$ cat src/rtl/dds_sweep_ctrl.sv
// Frequency-sweep sequencer feeding DDS_top: steps the FTW from start to stop with a per-step dwell.
// Single, repeating-sawtooth and triangle profiles; all outputs registered, config shadowed on start.
module dds_sweep_ctrl #(
    parameter int FTW_W   = 6,
    parameter int DWELL_W = 8,
    parameter int AMP_W   = 6
) (
    input  logic               clk_in,
    input  logic               rst_in,
    input  logic               start_in,
    input  logic               abort_in,
    input  logic [1:0]         mode_in,
    input  logic [FTW_W-1:0]   ftw_start_in,
    input  logic [FTW_W-1:0]   ftw_stop_in,
    input  logic [FTW_W-1:0]   ftw_step_in,
    input  logic [DWELL_W-1:0] dwell_in,
    input  logic [1:0]         wavesel_in,
    input  logic [AMP_W-1:0]   amp_in,
    output logic [FTW_W-1:0]   ftw_out,
    output logic [1:0]         wavesel_out,
    output logic [AMP_W-1:0]   amp_out,
    output logic               nco_enable_out,
    output logic               busy_out,
    output logic               done_out,
    output logic               err_out
);

    typedef enum logic {S_IDLE = 1'b0, S_SWEEP = 1'b1} state_t;

    localparam logic [1:0] MODE_REPEAT   = 2'b01;
    localparam logic [1:0] MODE_TRIANGLE = 2'b10;

    state_t r_state;
    state_t w_state_nxt;

    logic [1:0]         r_mode;
    logic [FTW_W-1:0]   r_start;
    logic [FTW_W-1:0]   r_stop;
    logic [FTW_W-1:0]   r_step;
    logic [DWELL_W-1:0] r_dwell;
    logic [DWELL_W-1:0] r_dwell_cnt;
    logic               r_dir_dn;
    logic [FTW_W-1:0]   r_ftw;
    logic [1:0]         r_wavesel;
    logic [AMP_W-1:0]   r_amp;
    logic               r_en;
    logic               r_busy;
    logic               r_done;
    logic               r_err;

    logic               w_cfg_bad;
    logic               w_start_ok;
    logic               w_step_now;
    logic               w_leg_end_up;
    logic               w_single;
    logic [FTW_W:0]     w_sum;
    logic [FTW_W:0]     w_diff;
    logic [FTW_W-1:0]   w_up_nxt;
    logic [FTW_W-1:0]   w_dn_nxt;

    logic [DWELL_W-1:0] w_dwell_cnt_nxt;
    logic               w_dir_dn_nxt;
    logic [FTW_W-1:0]   w_ftw_nxt;
    logic [1:0]         w_wavesel_nxt;
    logic [AMP_W-1:0]   w_amp_nxt;
    logic               w_en_nxt;
    logic               w_busy_nxt;
    logic               w_done_nxt;
    logic               w_err_nxt;
    logic               w_load;

    assign w_cfg_bad  = (ftw_step_in == '0) || (ftw_start_in > ftw_stop_in);
    assign w_start_ok = start_in && !abort_in && !w_cfg_bad && (r_state == S_IDLE);
    assign w_step_now = (r_dwell_cnt == '0);
    assign w_single   = (r_mode != MODE_REPEAT) && (r_mode != MODE_TRIANGLE);
    assign w_leg_end_up = w_step_now && !r_dir_dn && (r_ftw == r_stop);

    // Extra MSB catches overflow/borrow so the FTW clamps instead of wrapping.
    // At a leg turnaround r_ftw equals the opposite endpoint, so these also give the turn values.
    assign w_sum    = {1'b0, r_ftw} + {1'b0, r_step};
    assign w_diff   = {1'b0, r_ftw} - {1'b0, r_step};
    assign w_up_nxt = (w_sum > {1'b0, r_stop}) ? r_stop : w_sum[FTW_W-1:0];
    assign w_dn_nxt = (w_diff[FTW_W] || (w_diff[FTW_W-1:0] < r_start)) ? r_start
                                                                      : w_diff[FTW_W-1:0];

    always_ff @(posedge clk_in) begin
        if (rst_in) begin
            r_state     <= S_IDLE;
            r_mode      <= '0;
            r_start     <= '0;
            r_stop      <= '0;
            r_step      <= '0;
            r_dwell     <= '0;
            r_dwell_cnt <= '0;
            r_dir_dn    <= 1'b0;
            r_ftw       <= '0;
            r_wavesel   <= '0;
            r_amp       <= '0;
            r_en        <= 1'b0;
            r_busy      <= 1'b0;
            r_done      <= 1'b0;
            r_err       <= 1'b0;
        end else begin
            r_state     <= w_state_nxt;
            r_dwell_cnt <= w_dwell_cnt_nxt;
            r_dir_dn    <= w_dir_dn_nxt;
            r_ftw       <= w_ftw_nxt;
            r_wavesel   <= w_wavesel_nxt;
            r_amp       <= w_amp_nxt;
            r_en        <= w_en_nxt;
            r_busy      <= w_busy_nxt;
            r_done      <= w_done_nxt;
            r_err       <= w_err_nxt;
            if (w_load) begin
                r_mode  <= mode_in;
                r_start <= ftw_start_in;
                r_stop  <= ftw_stop_in;
                r_step  <= ftw_step_in;
                r_dwell <= dwell_in;
            end
        end
    end

    always_comb begin
        w_state_nxt = r_state;
        if (abort_in) begin
            w_state_nxt = S_IDLE;
        end else begin
            case (r_state)
                S_IDLE:  if (w_start_ok) w_state_nxt = S_SWEEP;
                S_SWEEP: if (w_leg_end_up && w_single) w_state_nxt = S_IDLE;
                default: w_state_nxt = S_IDLE;
            endcase
        end
    end

    always_comb begin
        w_dwell_cnt_nxt = r_dwell_cnt;
        w_dir_dn_nxt    = r_dir_dn;
        w_ftw_nxt       = r_ftw;
        w_wavesel_nxt   = r_wavesel;
        w_amp_nxt       = r_amp;
        w_en_nxt        = r_en;
        w_busy_nxt      = r_busy;
        w_done_nxt      = 1'b0;
        w_err_nxt       = r_err;
        w_load          = 1'b0;
        if (abort_in) begin
            w_ftw_nxt  = '0;
            w_en_nxt   = 1'b0;
            w_busy_nxt = 1'b0;
        end else if (r_state == S_IDLE) begin
            if (start_in && w_cfg_bad) begin
                w_err_nxt  = 1'b1;
                w_done_nxt = 1'b1;
            end else if (start_in) begin
                w_load          = 1'b1;
                w_ftw_nxt       = ftw_start_in;
                w_en_nxt        = 1'b1;
                w_busy_nxt      = 1'b1;
                w_err_nxt       = 1'b0;
                w_dwell_cnt_nxt = dwell_in;
                w_dir_dn_nxt    = 1'b0;
                w_wavesel_nxt   = wavesel_in;
                w_amp_nxt       = amp_in;
            end
        end else if (!w_step_now) begin
            w_dwell_cnt_nxt = r_dwell_cnt - DWELL_W'(1);
        end else begin
            w_dwell_cnt_nxt = r_dwell;
            if (!r_dir_dn) begin
                if (r_ftw != r_stop) begin
                    w_ftw_nxt = w_up_nxt;
                end else if (r_mode == MODE_REPEAT) begin
                    w_ftw_nxt = r_start;
                end else if (r_mode == MODE_TRIANGLE) begin
                    w_dir_dn_nxt = 1'b1;
                    w_ftw_nxt    = w_dn_nxt;
                end else begin
                    w_busy_nxt = 1'b0;
                    w_done_nxt = 1'b1;
                end
            end else begin
                if (r_ftw != r_start) begin
                    w_ftw_nxt = w_dn_nxt;
                end else begin
                    w_dir_dn_nxt = 1'b0;
                    w_ftw_nxt    = w_up_nxt;
                end
            end
        end
    end

    assign ftw_out        = r_ftw;
    assign wavesel_out    = r_wavesel;
    assign amp_out        = r_amp;
    assign nco_enable_out = r_en;
    assign busy_out       = r_busy;
    assign done_out       = r_done;
    assign err_out        = r_err;

endmodule

$ cat config.mk
export PLATFORM = sky130hd
export DESIGN_NAME = dds_sweep_ctrl
export DESIGN_NICKNAME = d
export VERILOG_FILES = /design/src/rtl/dds_sweep_ctrl.sv
export SDC_FILE = /design/constraint.sdc
export NUM_CORES = 1
export LEC_CHECK = 0
export ABC_CLOCK_PERIOD_IN_PS = 7900
export CAP_MARGIN = 20
export CORE_ASPECT_RATIO = 0.8
export CORE_MARGIN = 5
export CORE_UTILIZATION = 50
export CTS_CLUSTER_SIZE = 25
export DETAILED_ROUTE_END_ITERATION = 16
export PLACE_DENSITY = 0.79
export SLEW_MARGIN = 30
export SYNTH_ARGS = -nofsm -noshare
export SYNTH_HDL_FRONTEND = slang
export SYNTH_SLANG_ARGS = --single-unit
$ cat constraint.sdc
create_clock -name clk_in -period 7.9 [get_ports clk_in]
set_input_delay 1.975 -clock clk_in [delete_from_list [all_inputs] [get_ports clk_in]]
set_output_delay 1.975 -clock clk_in [all_outputs]
set_load 0.01 [all_outputs]
=== After elaboration in Yosys (flattened, before gate mapping) ===
Cells that the tools add are included.

* Bits in registers: 56
* Output and inout bits: 18

* Reduce and logical (&&, ||, !) cells: 25
* Magnitude comparators: 3
* Equal/unequal tests: 14
* Mux-type cells: 47
* Bitwise gates (word level): 3
* Add/subtract/negate cells: 3

{| class="wikitable"
|+ Operators by type and width
! operator !! number
|-
| 6-bit 2-to-1 mux || 11
|-
| 8-bit 2-to-1 mux || 4
|-
| 1-bit 2-to-1 mux || 31
|-
| 2-bit != test, second input constant || 6
|-
| 6-bit != test || 2
|-
| 4-bit AND reduction || 3
|-
| 3-bit AND reduction || 3
|-
| 1-bit logical AND || 8
|-
| 8-bit zero test || 1
|-
| 8-bit by 1-bit subtractor with 8-bit output, second input constant || 1
|-
| 6-bit by 6-bit adder with 7-bit output || 1
|-
| 7-bit by 6-bit greater-than comparator with 1-bit output || 1
|-
| 7-bit AND reduction || 1
|-
| 6-bit by 6-bit subtractor with 7-bit output || 1
|-
| 6-bit == test || 1
|-
| 6-bit greater-than comparator || 1
|-
| 6-bit zero test || 1
|-
| 6-bit < comparator || 1
|-
| 5-bit by 1-bit != test with 1-bit output, second input constant || 1
|-
| 2-bit by 1-bit != test with 1-bit output, second input constant || 2
|-
| 2-bit nonzero test || 2
|-
| 1-bit zero test || 3
|-
| 1-bit inverter || 3
|-
| 2-bit by 1-bit == test with 1-bit output, second input constant || 1
|-
| 4 further kinds || 5
|}

=== Longest topological paths before layout ===
Gate-level depths: netlist of run 1.

* Depth in word-level cells: 10
* Mapped depth: 16
* Depth with buffers taken out: 15

=== Worst setup path after synthesis of run 1 ===
No wires, ideal clock.

* Path kind: in2reg
* Start: input port ftw_stop_in[3]
* End: register r_amp[3], in the netlist amp_out[3]
* Data arrival time: 3.760 ns
* Path buffers: 2
* Stages: 11
* Library setup time: 0.128 ns
* Setup slack: 4.012 ns
* Cell sequence: inv_1 -> ha_1 -> a21o_1 -> a21o_1 -> a211oi_1 -> o21ai_0 -> nand2b_1 -> buf_2 -> buf_2 -> mux2i_1 -> nor2_1

* Word-level cells in the longest chain between the ends: 5

{| class="wikitable"
|+ RTL lines
! item !! line !! RTL
|-
| start, declared || 14 || <nowiki>input logic [FTW_W-1:0] ftw_stop_in,</nowiki>
|-
| 6-bit greater-than comparator || 72 || <nowiki>assign w_cfg_bad = (ftw_step_in == '0) || (ftw_start_in > ftw_stop_in);</nowiki>
|-
| 1-bit logical OR || 72 ||
|-
| 1-bit logical AND || 153 || <nowiki>if (start_in && w_cfg_bad) begin</nowiki>
|-
| 1-bit inverter (no line) || - ||
|-
| 4-bit AND reduction (no line) || - ||
|-
| end signal, assigned || 109 || <nowiki>r_amp <= w_amp_nxt;</nowiki>
|-
| end, declared || 45 || <nowiki>logic [AMP_W-1:0] r_amp;</nowiki>
|}

No other way between the ends.
A chain may end at the register's enable or synchronous reset.

=== Worst setup path in the final report of run 1 ===
* Start: input port ftw_start_in[3]
* End: register r_start[1]

* Word-level cells in the longest chain between the ends: 6

{| class="wikitable"
|+ RTL lines
! item !! line !! RTL
|-
| start, declared || 13 || <nowiki>input logic [FTW_W-1:0] ftw_start_in,</nowiki>
|-
| 6-bit greater-than comparator || 72 ||
|-
| 1-bit logical OR || 72 ||
|-
| 1-bit logical AND || 153 ||
|-
| 1-bit 2-to-1 mux || 153 ||
|-
| 1-bit 2-to-1 mux || 152 || <nowiki>end else if (r_state == S_IDLE) begin</nowiki>
|-
| 1-bit 2-to-1 mux || 148 || <nowiki>if (abort_in) begin</nowiki>
|-
| end signal, assigned || 116 || <nowiki>r_start <= ftw_start_in;</nowiki>
|-
| end, declared || 37 || <nowiki>logic [FTW_W-1:0] r_start;</nowiki>
|}

No other way between the ends.

==> results of run 1 <==
cell usage after synthesis, drive strengths merged, types with 11 or more instances:
| cell type | number |
|---|---|
| a221oi | 11 |
| dfxtp | 56 |
| ha | 33 |
| xnor2 | 12 |
| mux2i | 47 |
| a21oi | 28 |
| o21ai | 11 |
| nand2 | 15 |
| inv | 41 |
| nor2 | 74 |
| clkbuf | 11 |
| a211oi | 13 |
worst register-to-register path: stages, from the launching register on:
cell,delay (ns)
dfxtp_1,0.54
ha_1,0.41
nor2_1,0.12
o21ai_0,0.09
a31oi_1,0.25
nor3_1,0.09
or2_2,0.30
ha_1,0.31
a211oi_1,0.25
nand2_1,0.09
o22ai_1,0.38
nand2_1,0.28
nor3_1,0.22
a211oi_1,0.08
o31a_1,0.28
final cells by class:
cell class / instances / share of cell area (%)
inverters: 41 / 3.48
clock buffers: 5 / 1.56
clock inverters: 3 / 0.509
multi-input cells: 320 / 53.3
flip-flops and latches: 56 / 25.4
repair buffers: 59 / 13.2
well taps: 90 / 2.55
how the worst max path moves through the flow:
stage / from / to / slack [ns] / cells past startpoint
floorplan: ftw_stop_in[3] / amp_out[3] / 4.01 / 11
global route: ftw_start_in[3] / r_mode[0] / 3.12 / 10
detailed placement: ftw_start_in[3] / r_start[1] / 2.99 / 10
finish: ftw_start_in[3] / r_start[1] / 3.23 / 10
CTS: ftw_start_in[3] / r_start[1] / 3.30 / 10
global placement: ftw_start_in[3] / r_stop[3] / 3.12 / 10
report_power, final:
part | internal (mW) | total (mW) | switching (mW)
sequential | 0.298 | 0.317 | 0.0197
clock | 0.0638 | 0.162 | 0.0982
combinational | 0.124 | 0.271 | 0.147
metrics by stage:
step           area, um^2  setup slack (ns)  power (mW)  hold slack (ns)
2_1_floorplan        3710              4.01       0.512            0.458
3_3_place_gp         4330              3.12       0.578            0.476
3_5_place_dp         4330              2.99       0.589            0.480
4_1_cts              4420              3.30       0.748            0.510
5_1_grt              4420              3.12       0.791            0.532
6_report             4420              3.23       0.750            0.503
cell usage in the layout, fill, tap and decap left out, drive strengths merged, types with 6 or more instances in the layout:
cell type and instances:
inv 42, xnor2 12, nor2 74, nor3 6, a21oi 28, ha 33, xor2 10, clkdlybuf4s50 57
o21ai 11, dfxtp 56, nand2 15, mux2i 47, a211oi 13, a221oi 11
logic make-up (layout without fill, tap and decap cells):
logic type / count (synthesis) / count (layout) / synth area share [%]
AOI/OAI and AO/OA: 92 / 92 / 18.3
xor gates and xnor gates: 22 / 22 / 5.19
adders and majority gates: 35 / 35 / 12.2
buffers and inverters: 59 / 108 / 6.34
DFF: 56 / 56 / 30.2
muxes: 48 / 48 / 13.0
and+or+nand+nor: 123 / 123 / 14.7
routing by layer:
metal	vias up	share of wire (%)	track usage (%)
met3	11	7.6	3.56
met1	1535	48	29.2
met4	0	1.4	5.29
met5	-	0	0
met2	130	43	30.5
li1	1610	-	-
state kept, by name (all words and copies together) (netlist names):
register        count
amp_out             6
busy_out            1
err_out             1
done_out            1
r_mode              2
ftw_out             6
r_stop              6
r_dwell             8
wavesel_out         2
r_state             1
nco_enable_out      1
r_dir_dn            1
r_dwell_cnt         8
r_step              6
r_start             6
==> results.md, run 1 <==
- Post-Syn Area per Cell: approximately 8.5 um^2
- Via density: 5.72
- Pwr per Cell Area: roughly 170 nW/um^2
- Final hold violation count: 0
- Post-cts resize count: 0
- Via Count: 3286
- Post-Route Setup TNS: 0 ns
- Iter 0 DRT Violations: 296
- Post-route ant nets: 0
- H-tree levels: 2
- Rel. slew slack: 53.2%
- Worst Hold Path EP: err_out
- Post-route clock period utilization: 59.1%
- Status: finished, final reports clean
- Max Fclk: 214 MHz
- First-pass GRT wire length: 15.0 mm
- Post-CTS setup buffers: 0
- Clk_lat worst skew: 0.32 ns
- Worst reg2reg path depth: 14
- Slew Viols, Final: 0
- Slew @ Worst Pin: 0.701 ns
- Core Area: between 7000 and 8000 um^2
- Hold_sp: err_out
- Top Family by Delay on Critical Path: buffers and inverters
- Die Wd: approximately 110 um
- CTS root buffer: clkbuf_8
- CP Cell Sequence: clkdlybuf4s50_1, ha_1, a21o_1, a21o_1, a211oi_1, o21ai_0, nand2b_2, buf_4, mux2i_1, nor2_1
- Die H: 87.0 um
- Seq. cell area: 1120 um^2
- EDFF count, synth: 0
- R2R Path Start: ftw_out[2]
- Crit Path Max Fanout: 24
- Vias in the first global route: 3028
- # port buffers: 57
- RSZ-0062 raised after global routing: no
- Period minus WS final: approximately 4.7 ns
- Synthesis Warnings: 0
- Number of iterations in the first detailed-routing pass: 5
- Slowest-stage cell, CP: clkdlybuf4s50_1
- R2R Path End: ftw_out[5]
- Post-route DRC: 0
- Initial antenna violation count: 0
- Layout fillers: between 600 and 700
- Min-delay worst type: reg2reg
- Number of synthesized register bits: 56
- Post-synth top flop: dfxtp_1
- Hold_buf cts: 0
- CP Data Arrival Time: 4.86 ns
- Setup violators final: 0
- Synthesized area: 3710 um^2
- Top cell type by total area after synthesis: dfxtp_1
- Nets: 558
- Asr flop ratio synth: 0%
- Leak pwr: approximately 2.0 nW
- Post-synth top area share: 30.2%
- Netlist cell types: 50
- Clk buf depth: 2
- Synth-to-layout area growth: 19.2%
- # diodes: 0
- DP HPWL: 7.17 mm
- Layout cells sized above 1: 5.17%
- Synth Instances: 435
- Register area share after synthesis: 30.2%
- Startpoint Class: primary input
- Setup CP Type: in2reg
- Hold Path Cell Cnt: 2
- Placer Congestion: 0.926
- Num Clock Sinks: 56
- Clk_skew: 0.0106 ns
- Initial core utilization: about half
- Syn_nets: 510
- FF-to-FF setup slack: 4.11 ns
- Crit path capture type: flip-flop
- Placed insts: 566
- Final WL: 9.29 mm
- Buf/Inv on CP: 2
- Area of the multi-input gates: roughly 2400 um^2
- Ranking of synthesized cells by area: dfxtp_1 30%, mux2i_1 13%, ha_1 11%
- Required time worst endpoint: 8.09 ns
- Max-Cap Viols: 0
- Largest net degree at the start of global routing: 48
- Post-route insts no fill: 574
- Total die area: 9250 um^2
- Crit-path most repeated cell: a21o_1
- Slowest stage delay, CP: 0.53 ns
- Worst-path clk slew: approximately 0.1 ns
- Total GRT Usage: 20.0%
- Wire per inst: 16.2 um
- CTS tree: yes
- Worst vdd ir: 0.0000884 V
- Total gr overflow: 0
- CTS Buf Count: 5
- Final core utilization: 60.4%
- I/O pin cnt: between 50 and 60
- # rows: 28
No activity file was read; power rests on OpenSTA's default activity.
==> run 2, diff against run 1 <==
--- a/config.mk
+++ b/config.mk
@@ -5,7 +5,7 @@
 export SDC_FILE = /design/constraint.sdc
 export NUM_CORES = 1
 export LEC_CHECK = 0
-export ABC_CLOCK_PERIOD_IN_PS = 7900
+export ABC_CLOCK_PERIOD_IN_PS = 4800
 export CAP_MARGIN = 20
 export CORE_ASPECT_RATIO = 0.8
 export CORE_MARGIN = 5
==> constraint.sdc (replaced) <==
create_clock -name clk_in -period 4.8 [get_ports clk_in]
set_input_delay 1.2 -clock clk_in [delete_from_list [all_inputs] [get_ports clk_in]]
set_output_delay 1.2 -clock clk_in [all_outputs]
set_load 0.01 [all_outputs]
==> results.md, run 2 (same netlist as run 1, synthesis figures left out) <==
- R2R Path Start: ftw_out[1]
- Largest regs: r_dwell (8), r_dwell_cnt (8)
- Worst Hold Path EP: wavesel_out[0]
- Worst vdd ir: 0.000150 V (+70%)
- Total GRT Usage: 20.5% (+0.48 points)
- Post-placement cell area: 4340 um^2 (+0.29%)
- Slew @ Worst Pin: 0.713 ns (+0.0125 ns)
- FF-to-FF setup slack: 1.00 ns (-3.11 ns)
- # diodes: 0 (unchanged)
- Period minus WS final: between 3 and 4 ns
- Startpoint Class: flip-flop
- Post-Route Setup TNS: 0 ns (unchanged)
- Largest net degree at the start of global routing: 32 (-33%)
- Rel. slew slack: 52.4% (-0.84 points)
- Wire per inst: 16.2 um (+0.16%)
- R2R Path End: ftw_out[5]
- Post-route insts no fill: 574 (unchanged)
- H-tree levels: 2 (unchanged)
- RSZ-0062 raised after global routing: no
- Num Clock Sinks: 56 (unchanged)
- CP Data Arrival Time: 4.00 ns (-0.86 ns)
- CTS Buf Count: 5 (unchanged)
- Initial core utilization: 50.7% (unchanged)
- Setup violators final: 0 (unchanged)
- Core Area: 7320 um^2 (unchanged)
- Slew Viols, Final: 0 (unchanged)
- Die Wd: 106 um (unchanged)
- Layout fillers: 638 (+4.1%)
- # port buffers: 57 (unchanged)
- CP Cell Sequence: inv_1, fa_1, o21ba_2, nor2_1, nor2_1, xnor2_1, ha_1, nand3_1, a21oi_1, o22ai_1, nand2_1, nor3_1, a211oi_1, o31a_1
- Vias in the first global route: 3186 (+5.2%)
- Final WL: 9.31 mm (+0.16%)
- Die H: 87.0 um (unchanged)
- Iter 0 DRT Violations: 216 (-27%)
- Max Fclk: 263 MHz
- Crit path capture type: flip-flop
- Synth-to-layout area growth: 19.4%
- Status: finished, final reports clean
- Total gr overflow: 0 (unchanged)
- Post-route DRC: 0 (unchanged)
- Slowest stage delay, CP: 0.57 ns (+0.04 ns)
- Final hold violation count: 0 (unchanged)
- CTS root buffer: clkbuf_8
- Post-route clock period utilization: 79.1%
- Pwr per Cell Area: 277 nW/um^2 (+63%)
- Worst reg2reg path depth: 14 (unchanged)
- Min-delay worst type: reg2reg
- I/O pin cnt: 58 (unchanged)
- Layout cells sized above 1: 4.96% (-0.21 points)
- Initial antenna violation count: 0 (unchanged)
- Total die area: 9250 um^2 (unchanged)
- Post-cts resize count: 0 (unchanged)
- Hold_sp: wavesel_out[0]
- Hold Path Cell Cnt: 2 (unchanged)
- Clk_lat worst skew: 0.31 ns (about the same)
- Total power: 1.23 mW (+64%)
- Clk_skew: 0.00586 ns (-0.00470 ns)
- Placer Congestion: 0.918 (-0.88%)
- Via density: 5.69 (-0.67%)
- Clk buf depth: 2 (unchanged)
- Required time worst endpoint: 5.00 ns (-3.09 ns)
- Max-Cap Viols: 0 (unchanged)
- First-pass GRT wire length: 15.5 mm (+3.0%)
- Final instance area: 4430 um^2 (+0.17%)
- Via Count: 3264 (-0.67%)
- Area of the multi-input gates: 2360 um^2 (unchanged)
- Slowest-stage cell, CP: dfxtp_1
- Crit-path most repeated cell: nor2_1
- DP HPWL: 7.25 mm (+1.1%)
- # rows: 28 (unchanged)
- Setup CP Type: reg2reg
- Most frequent cells in the layout: 74 x nor2_1, 57 x clkdlybuf4s50_1, 56 x dfxtp_1
- Worst-path clk slew: 0.10 ns (about the same)
- Post-route ant nets: 0 (unchanged)
- Number of iterations in the first detailed-routing pass: 5 (unchanged)
- Crit Path Max Fanout: 7 (-71%)
- Leak pwr: 1.96 nW (+0.16%)
- Seq. cell area: 1120 um^2 (unchanged)
- Placed insts: 566 (unchanged)
- Nets: 558 (unchanged)
- Commonest non-fill, non-tap cell in the layout: nor2_1
- CTS tree: yes
- Hold_buf cts: 0 (unchanged)
- Post-CTS setup buffers: 0 (unchanged)
-- run 2: metrics by stage --
stage / setup slack (ns) / util, % / hold slack (ns)
2_1_floorplan: 1.49 / - / 0.458
3_3_place_gp: 0.838 / 59.3 / 0.477
3_5_place_dp: 0.698 / 59.3 / 0.475
4_1_cts: 1.02 / 60.5 / 0.506
5_1_grt: 0.647 / 60.5 / 0.536
6_report: 1.00 / 60.5 / 0.505
-- run 2: layout make-up --
| class | instances | area share, % |
|---|---|---|
| Clock buffer | 6 | 1.64 |
| Timing Repair Buffer | 59 | 13.5 |
| Inverter | 41 | 3.48 |
| Tap cell | 90 | 2.54 |
| Multi-Input combinational cell | 320 | 53.2 |
| Clock inverter | 2 | 0.311 |
| Sequential cell | 56 | 25.3 |
-- run 2: worst max path at each step --
stage | to | from
global route | ftw_out[5] | ftw_out[1]
CTS | r_stop[4] | ftw_start_in[3]
floorplan | ftw_out[5] | ftw_out[2]
finish | ftw_out[5] | ftw_out[1]
detailed placement | r_stop[2] | ftw_start_in[3]
global placement | r_stop[3] | ftw_start_in[3]
-- run 2: critical path: cells and delay by family, from the launching register on --
kind | cells | cell delay [ns]
and+or+nand+nor | 5 | 0.80
adders and majority gates | 2 | 0.81
xor gates and xnor gates | 1 | 0.31
buffers and inverters | 1 | 0.17
AOI/OAI and AO/OA | 5 | 1.04
DFF | 1 | 0.57
-- run 2: power by group --
part	switching [mW]	internal [mW]	leakage, nW	total, mW
Sequential	0.0326	0.490	0.456	0.522
Clock	0.155	0.104	0.0456	0.260
Combinational	0.240	0.205	1.46	0.445
Total	0.427	0.800	1.96	1.23
-- run 2: layer usage --
layer  GRT usage [%]  share of wire (%)  vias to the layer above
met5               0                  0                        -
met4            5.18                1.3                        0
met3            2.97                5.7                        9
met2            31.6                 44                       96
met1            30.1                 49                     1547
li1                -                  -                     1612
